<file path="config.mk">
export PLATFORM = sky130hd
export DESIGN_NAME = uart_rx_flat
export DESIGN_NICKNAME = d
export VERILOG_FILES = /design/src/rtl/uart_rx_if.sv /design/src/rtl/uart_rx.sv /design/src/flat_wrapper.sv
export SDC_FILE = /design/constraint.sdc
export NUM_CORES = 1
export LEC_CHECK = 0
export BUFFER_PORTS_ARGS = -buffer_cell sky130_fd_sc_hd__buf_2
export CORE_ASPECT_RATIO = 0.6
export CORE_MARGIN = 2
export CORE_UTILIZATION = 33
export DETAILED_ROUTE_END_ITERATION = 12
export GPL_ROUTABILITY_DRIVEN = 1
export SYNTH_ARGS = -nofsm -noshare
export SYNTH_HDL_FRONTEND = slang
export SYNTH_SLANG_ARGS = --single-unit
</file>
<file path="constraint.sdc">
create_clock -name CLK_IN -period 2.7 [get_ports CLK_IN]
set_clock_uncertainty 0.15 [all_clocks]
set_input_delay 0.405 -clock CLK_IN [delete_from_list [all_inputs] [get_ports CLK_IN]]
set_output_delay 0.405 -clock CLK_IN [all_outputs]
set_load 0.05 [all_outputs]
</file>
<file path="src/rtl/uart_rx_if.sv">
// uart_rx_if: byte-side handshake between the UART receiver and its consumer.
// Master is the receiver; slave is the bus-side wrapper.
interface uart_rx_if;
    logic [7:0] RX_DATA;
    logic       RX_VALID;
    logic       RX_READY;
    logic       FRAME_ERR;
    logic       OVERRUN;

    modport master (
        output RX_DATA,
        output RX_VALID,
        output FRAME_ERR,
        output OVERRUN,
        input  RX_READY
    );

    modport slave (
        input  RX_DATA,
        input  RX_VALID,
        input  FRAME_ERR,
        input  OVERRUN,
        output RX_READY
    );
endinterface

</file>
<file path="src/rtl/uart_rx.sv">
// uart_rx: 8N1 serial receiver with centre sampling and a
// one-entry holding register with valid/ready, framing and overrun flags.
module uart_rx #(
    parameter int CLKS_PER_BIT = 434
) (
    input  logic      CLK_IN,
    input  logic      RST_N,
    input  logic      RX,
    uart_rx_if.master bus
);

    localparam int HALF = CLKS_PER_BIT / 2;
    localparam int CW   = $clog2(CLKS_PER_BIT);

    localparam logic [CW-1:0] HALF_M1 = CW'(HALF - 1);
    localparam logic [CW-1:0] FULL_M1 = CW'(CLKS_PER_BIT - 1);
    localparam logic [CW-1:0] CNT_ONE = CW'(1);

    typedef enum logic [2:0] {
        IDLE,
        START,
        DATA,
        STOP,
        WAIT_HIGH
    } state_t;

    state_t        state_q, state_d;
    logic          sync1_q, sync2_q;
    logic [CW-1:0] cnt_q, cnt_d;
    logic [2:0]    bit_q, bit_d;
    logic [7:0]    shift_q, shift_d;
    logic [7:0]    data_q, data_d;
    logic          valid_q, valid_d;
    logic          ferr_q, ferr_d;
    logic          ovr_q, ovr_d;
    logic          rxs;
    logic          xfer;
    logic          done;

    assign rxs  = sync2_q;
    assign xfer = valid_q & bus.RX_READY;

    assign bus.RX_DATA   = data_q;
    assign bus.RX_VALID  = valid_q;
    assign bus.FRAME_ERR = ferr_q;
    assign bus.OVERRUN   = ovr_q;

    // Two-flop synchronizer; idles high so reset never looks like a start bit.
    always_ff @(posedge CLK_IN or negedge RST_N) begin
        if (!RST_N) begin
            sync1_q <= 1'b1;
            sync2_q <= 1'b1;
        end else begin
            sync1_q <= RX;
            sync2_q <= sync1_q;
        end
    end

    // State, counters, shift and holding registers.
    always_ff @(posedge CLK_IN or negedge RST_N) begin
        if (!RST_N) begin
            state_q <= IDLE;
            cnt_q   <= '0;
            bit_q   <= '0;
            shift_q <= '0;
            data_q  <= '0;
            valid_q <= 1'b0;
            ferr_q  <= 1'b0;
            ovr_q   <= 1'b0;
        end else begin
            state_q <= state_d;
            cnt_q   <= cnt_d;
            bit_q   <= bit_d;
            shift_q <= shift_d;
            data_q  <= data_d;
            valid_q <= valid_d;
            ferr_q  <= ferr_d;
            ovr_q   <= ovr_d;
        end
    end

    // Frame sequencing, bit sampling and holding-register update.
    always_comb begin
        state_d = state_q;
        cnt_d   = cnt_q;
        bit_d   = bit_q;
        shift_d = shift_q;
        data_d  = data_q;
        valid_d = valid_q;
        ferr_d  = 1'b0;
        ovr_d   = 1'b0;
        done    = 1'b0;

        unique case (state_q)
            IDLE: begin
                if (!rxs) begin
                    state_d = START;
                    cnt_d   = '0;
                end
            end
            START: begin
                if (cnt_q == HALF_M1) begin
                    cnt_d   = '0;
                    bit_d   = '0;
                    state_d = rxs ? IDLE : DATA;
                end else begin
                    cnt_d = cnt_q + CNT_ONE;
                end
            end
            DATA: begin
                if (cnt_q == FULL_M1) begin
                    cnt_d   = '0;
                    shift_d = {rxs, shift_q[7:1]};
                    bit_d   = bit_q + 3'd1;
                    if (bit_q == 3'd7) begin
                        state_d = STOP;
                    end
                end else begin
                    cnt_d = cnt_q + CNT_ONE;
                end
            end
            STOP: begin
                if (cnt_q == FULL_M1) begin
                    cnt_d = '0;
                    if (rxs) begin
                        done    = 1'b1;
                        state_d = IDLE;
                    end else begin
                        ferr_d  = 1'b1;
                        state_d = WAIT_HIGH;
                    end
                end else begin
                    cnt_d = cnt_q + CNT_ONE;
                end
            end
            WAIT_HIGH: begin
                if (rxs) begin
                    state_d = IDLE;
                end
            end
            default: begin
                state_d = IDLE;
            end
        endcase

        if (done) begin
            if (!valid_q || xfer) begin
                data_d  = shift_d;
                valid_d = 1'b1;
            end else begin
                ovr_d = 1'b1;
            end
        end else if (xfer) begin
            valid_d = 1'b0;
        end
    end

endmodule

</file>
<file path="src/flat_wrapper.sv">
// flat-port wrapper written by rule: the top's interface ports become plain ports
module uart_rx_flat 
#(
    parameter int CLKS_PER_BIT = 434
)
  (CLK_IN, RST_N, RX, bus_RX_DATA, bus_RX_VALID, bus_FRAME_ERR, bus_OVERRUN, bus_RX_READY);
  uart_rx_if bus_i ();
  input  logic CLK_IN;
  input  logic RST_N;
  input  logic RX;
  output wire logic [$bits(bus_i.RX_DATA)-1:0] bus_RX_DATA;
  output wire logic [$bits(bus_i.RX_VALID)-1:0] bus_RX_VALID;
  output wire logic [$bits(bus_i.FRAME_ERR)-1:0] bus_FRAME_ERR;
  output wire logic [$bits(bus_i.OVERRUN)-1:0] bus_OVERRUN;
  input wire logic [$bits(bus_i.RX_READY)-1:0] bus_RX_READY;
  assign bus_RX_DATA = bus_i.RX_DATA;
  assign bus_RX_VALID = bus_i.RX_VALID;
  assign bus_FRAME_ERR = bus_i.FRAME_ERR;
  assign bus_OVERRUN = bus_i.OVERRUN;
  assign bus_i.RX_READY = bus_RX_READY;
  uart_rx #(.CLKS_PER_BIT(CLKS_PER_BIT)) u_core (.CLK_IN(CLK_IN), .RST_N(RST_N), .RX(RX), .bus(bus_i));
endmodule
</file>
* Word level (Yosys, flattened, before mapping)
Index checks and enable logic that the tools add are counted.
** Storage, ports and cells
- Bits in registers :: 36
- Bits of input ports :: 4
- Output and inout port bits :: 11
- Word-level logic and storage cells :: 68
** Operators by class
- Add/sub/neg operators :: 2
- Equal/unequal tests :: 14
- Mux-type cells :: 29
- Bitwise logic cells :: 1
- Reductions and logical operators :: 12
** Operators with widths (count)
- $mux 3 :: 9
- $mux 9 :: 3
- $pmux 9 s3 :: 1
- $mux 8 :: 2
- $pmux 3 s5 :: 1
- $mux 1 :: 11
- $ne 2x1->1 const B :: 5
- $add 9x1->9 const B :: 1
- $eq 9x8->1 const B :: 1
- $eq 9x9->1 const B :: 1
- $eq 3x2->1 const B :: 2
- $eq 3x3->1 const B :: 2
- $pmux 3 s2 :: 1
- $reduce_and 2->1 :: 3
- $reduce_and 6->1 :: 1
- $ne 2x2->1 const B :: 2
- $reduce_bool 2->1 :: 2
- $add 3x1->3 const B :: 1
- $eq 3x1->1 const B :: 1
- $logic_not 3->1 :: 1
- $reduce_and 3->1 :: 1
- $reduce_bool 3->1 :: 1
- $mux 2 :: 1
- $reduce_or 2->1 :: 1
- 3 further kinds :: 3

* Depth between registers and ports, before layout
- Depth after elaboration :: 5
- Depth in mapped cells :: 8
- Depth with buffers taken out :: 6

* Least setup slack after synthesis
Ideal clock, no wire load.
- Path kind :: register to register
- Start point :: register u_core.cnt_q[0]
- End point :: register u_core.data_q[1], in the netlist u_core.bus.RX_DATA[1]
- Library setup time :: 125 ps
- Arrival :: 1654 ps
- Data required time :: 2425 ps
- Path slack :: 771 ps
- Cell stages (with the launch flop) :: 7
- Path buffers :: 1
- Clock period less this slack :: 1929 ps
- Cell sequence :: dfrtp_1 ha_1 and4b_1 buf_4 nand4_4 mux2_2 mux2_4
** RTL lines
- start, declared :: line uart_rx.sv:29 : logic [CW-1:0] cnt_q, cnt_d;
- start signal, assigned :: line uart_rx.sv:72 : cnt_q <= cnt_d;
- $eq 9x9->1 :: line uart_rx.sv:111 : if (cnt_q == FULL_M1) begin
- $mux 8 :: line uart_rx.sv:111
- $mux 8 :: line uart_rx.sv:94 : unique case (state_q)
- via u_core.shift_d[1] :: line uart_rx.sv:31 : logic [7:0] shift_q, shift_d;
- end signal, assigned :: line uart_rx.sv:75 : data_q <= data_d;
- end, declared :: line uart_rx.sv:32 : logic [7:0] data_q, data_d;
The timed path passes the listed nets, and every way through them passes these cells.
A chain may end at the register's enable or synchronous reset.

* Worst setup path in the final report
- Start point :: register u_core.cnt_q[1]
- End point :: register u_core.data_q[5], in the netlist u_core.bus.RX_DATA[5]
** Between the ends
- Word-level cells in the longest chain between the ends :: 4
** RTL lines
- $eq 9x9->1 (*) :: line uart_rx.sv:111, uart_rx.sv:123
- $mux 1 :: line uart_rx.sv:123 : if (cnt_q == FULL_M1) begin
- $mux 1 :: line uart_rx.sv:94
- $reduce_and 2->1 (no source line)
Mark *: on every way between the ends. The rest lies on a longest branch, timed or not.

==> results.yml <==
clocking:
  cts_buffers: 5
  cts-resized-gates: 0
  cts_tree: "built"
  clk_pin_slew_ps: 70
  cts_setup_buffers: 0
  htreeDepth: 2
  numClockSinks: 36
  root_buffer: "clkbuf_8"
  clockBufferDepth: 2
  holdBufCountCts: 0
  clock_latency_ps: 280
global_routing:
  grt_pass1_wl_mm: 5.06
  grt_pass1_vias: 992
  grt_max_degree: 37
  overflow: 0
  antenna_found_initial: 0
  grt_use_total_pct: 11.4
placed_design:
  dp_hpwl_mm: 2.13
  port_buffers: 14
  pre_cts_slack_ps: 611
  place_congestion: 0.799
route:
  ant_nets: 0
  top_layer: "met4"
  dr.pass1.iters: 4
  dr_wl_met3_um: 151
  wl_met2_mm: 1.09
  drc_errors: 0
  drt-total-wl_mm: 3.04
  vias_per_cell: 4.82
  wl_met1_mm: 1.78
  vias: 1127
  wl_per_cell_um: 13.0
  first_iter_violations: 57
worst_setup_path:
  cp_num_buf_inv: 2
  rrSetupSlack_ps: 600
  end_kind: "flop"
  worstPathMaxFanout: 8
  crit_slowest_cell: "dfrtp_1"
  critical-path-max-stage-delay_ps: 400
  cp-start-kind: "flop"
  crit_required_ps: 2720
  cp.arrival_ps: 2120
  critPathTopFamily: "simple AND/OR/NAND/NOR gates"
  critical_path_class: "flop to flop"
  worstPathCellList: "inv_1 -> ha_1 -> and4b_1 -> nand4_1 -> nor2b_1 -> buf_4 -> mux2_4"
logic_synthesis:
  ys_types: 38
  async_flop_share_pct: 100
  synth.avg_cell_area_um2: 11.5
  ys_top_cells_by_area: "dfrtp_1 49%, mux2_4 6.9%, mux2_2 5.9%, nand2_1 4.6%, ha_1 3.6%"
  synth_area_um2: 1730
  syn_nets: 159
  synthTopCellsByCount: "34 x dfrtp_1, 21 x nand2_1, 9 x mux2_2"
  yosysMostFrequentCell: "dfrtp_1"
  ys_warn_count: 0
  yosysSeqAreaShare_pct: 52.2
  synthCells: 150
  synth_area_leader_cell: "dfrtp_1"
  yosysTopAreaCellShare_pct: 49.1
  synth_flop_cell: "dfrtp_1"
  yosys_register_bits: 36
  synth-edff-count: 0
power_and_ir_drop:
  finalPower_uw: 915
  max-vdd-ir-drop_mv: 0.181
  leakage_uw: 0.000971
  powerDensity_nw_per_um2: 471
floorplan:
  initial_core_util_pct: 34.3
  coreArea_um2: 5050
  io_pins: 15
  dieArea_um2: 5860
  die_y_um: 60.1
  dieWidth_um: 97.5
  placement_rows: 20
sta:
  max_freq_mhz: 476
  layout_setup_ws_ps: 600
  worst_pin_slew_ps: 790
  setup-tns-final_ps: 0
  slew_violations: 0
  setup_viol: 0
  rsz0062_at_grt: "no"
  slew_headroom_pct: 47.4
  period_share_pct: 77.8
  fin_crit_ps: 2100
  hold_viol: 0
outcome:
  status: "complete, no violations"
layout:
  regArea_um2: 903
  fillCellCount: 492
  antennaDiodeCount: 0
  area_delta_synth_final_pct: 12.2
  multi_input_area_um2: 776
  fin_nets: 176
  final_core_util_pct: 38.4
  drive_gt1_share_pct: 26.8
job:
  cap_violations: 0
min_path:
  min_path_type: "primary input to asynchronous set/reset pin"
-- per-stage QoR --
| stage | cells | hold slack [ps] | instance area [µm²] |
|---|---|---|---|
| detailed placement | 226 | 197 | 1860 |
| global placement | 226 | 198 | 1860 |
| floorplan | 150 | -40.6 | 1730 |
| finish | 234 | 48.7 | 1940 |
| CTS | 234 | 60.8 | 1940 |
| global route | 234 | 58.2 | 1940 |
-- worst register-to-register path: cells and delay by family (launching register included) --
family / cells / cell delay, ps
fa+ha+maj: 1 / 140
flops: 1 / 400
mux: 1 / 320
simple gates: 3 / 690
buf+inv: 2 / 310
-- path summary, 6_finish.rpt --
| kind | start | to | cells past startpoint |
|---|---|---|---|
| min reg2reg | u_core.sync1_q | u_core.rxs | 0 |
| min | RST_N | u_core.shift_q[7] | 1 |
| min in group CLK_IN | RX | u_core.sync1_q | 1 |
| max reg2reg | u_core.cnt_q[1] | u_core.bus.RX_DATA[5] | 7 |
| max | u_core.cnt_q[1] | u_core.bus.RX_DATA[5] | 7 |
| max in group asynchronous | RST_N | u_core.cnt_q[7] | 1 |
-- area by class of cell --
class | count | share of cell area [%]
Clock buffer | 7 | 3.93
Clock inverter | 1 | 0.258
Inverter | 4 | 0.773
Multi-Input combinational cell | 104 | 39.9
Sequential cell | 36 | 46.5
Tap cell | 66 | 4.25
Timing Repair Buffer | 16 | 4.38
-- state kept, by name, summed over array words and instances, names as in the netlist --
signal / count
u_core.sync1_q: 1
u_core.shift_q: 8
u_core.bus.RX_VALID: 1
u_core.bus.FRAME_ERR: 1
u_core.state_q: 3
u_core.bit_q: 3
u_core.bus.RX_DATA: 8
u_core.cnt_q: 9
u_core.bus.OVERRUN: 1
u_core.rxs: 1
-- per-layer routing --
layer | vias up | GRT usage, %
met1 | 527 | 18.2
li1 | 572 | -
met3 | 4 | 3.51
met5 | - | 0
met4 | 0 | 4.76
met2 | 24 | 13.4
-- cell families after synthesis --
family	Yosys count	synth area share, %
AOI/OAI and AO/OA	28	11.1
adders and majority gates	5	3.61
buffers and inverters	10	3.03
muxes	17	12.8
and+or+nand+nor	54	17.3
DFF	36	52.2
-- power by group --
part           internal, µW  switching, µW  leakage [µW]
combinational          1.81           10.2      0.000448
clock                   181            178     0.0000422
sequential              542           2.11      0.000481
-- cell usage in the layout (no fill, tap or decap), types with 2 or more instances in the layout --
cell	instances
o21ai_0	4
a22o_1	2
nor3_1	3
ha_1	5
nand3_1	5
buf_4	2
dfstp_2	2
o22ai_1	5
o31a_1	2
mux2_4	8
mux2_2	9
buf_2	14
and2_1	2
nand4_1	2
dfrtp_1	34
o21a_1	3
nor2_1	5
inv_1	4
nor2b_1	5
o211ai_1	2
nand2_1	21
clkbuf_1	2
clkbuf_8	5
a21oi_1	5
nor4_1	2
Power figures use the tool's default switching activity.
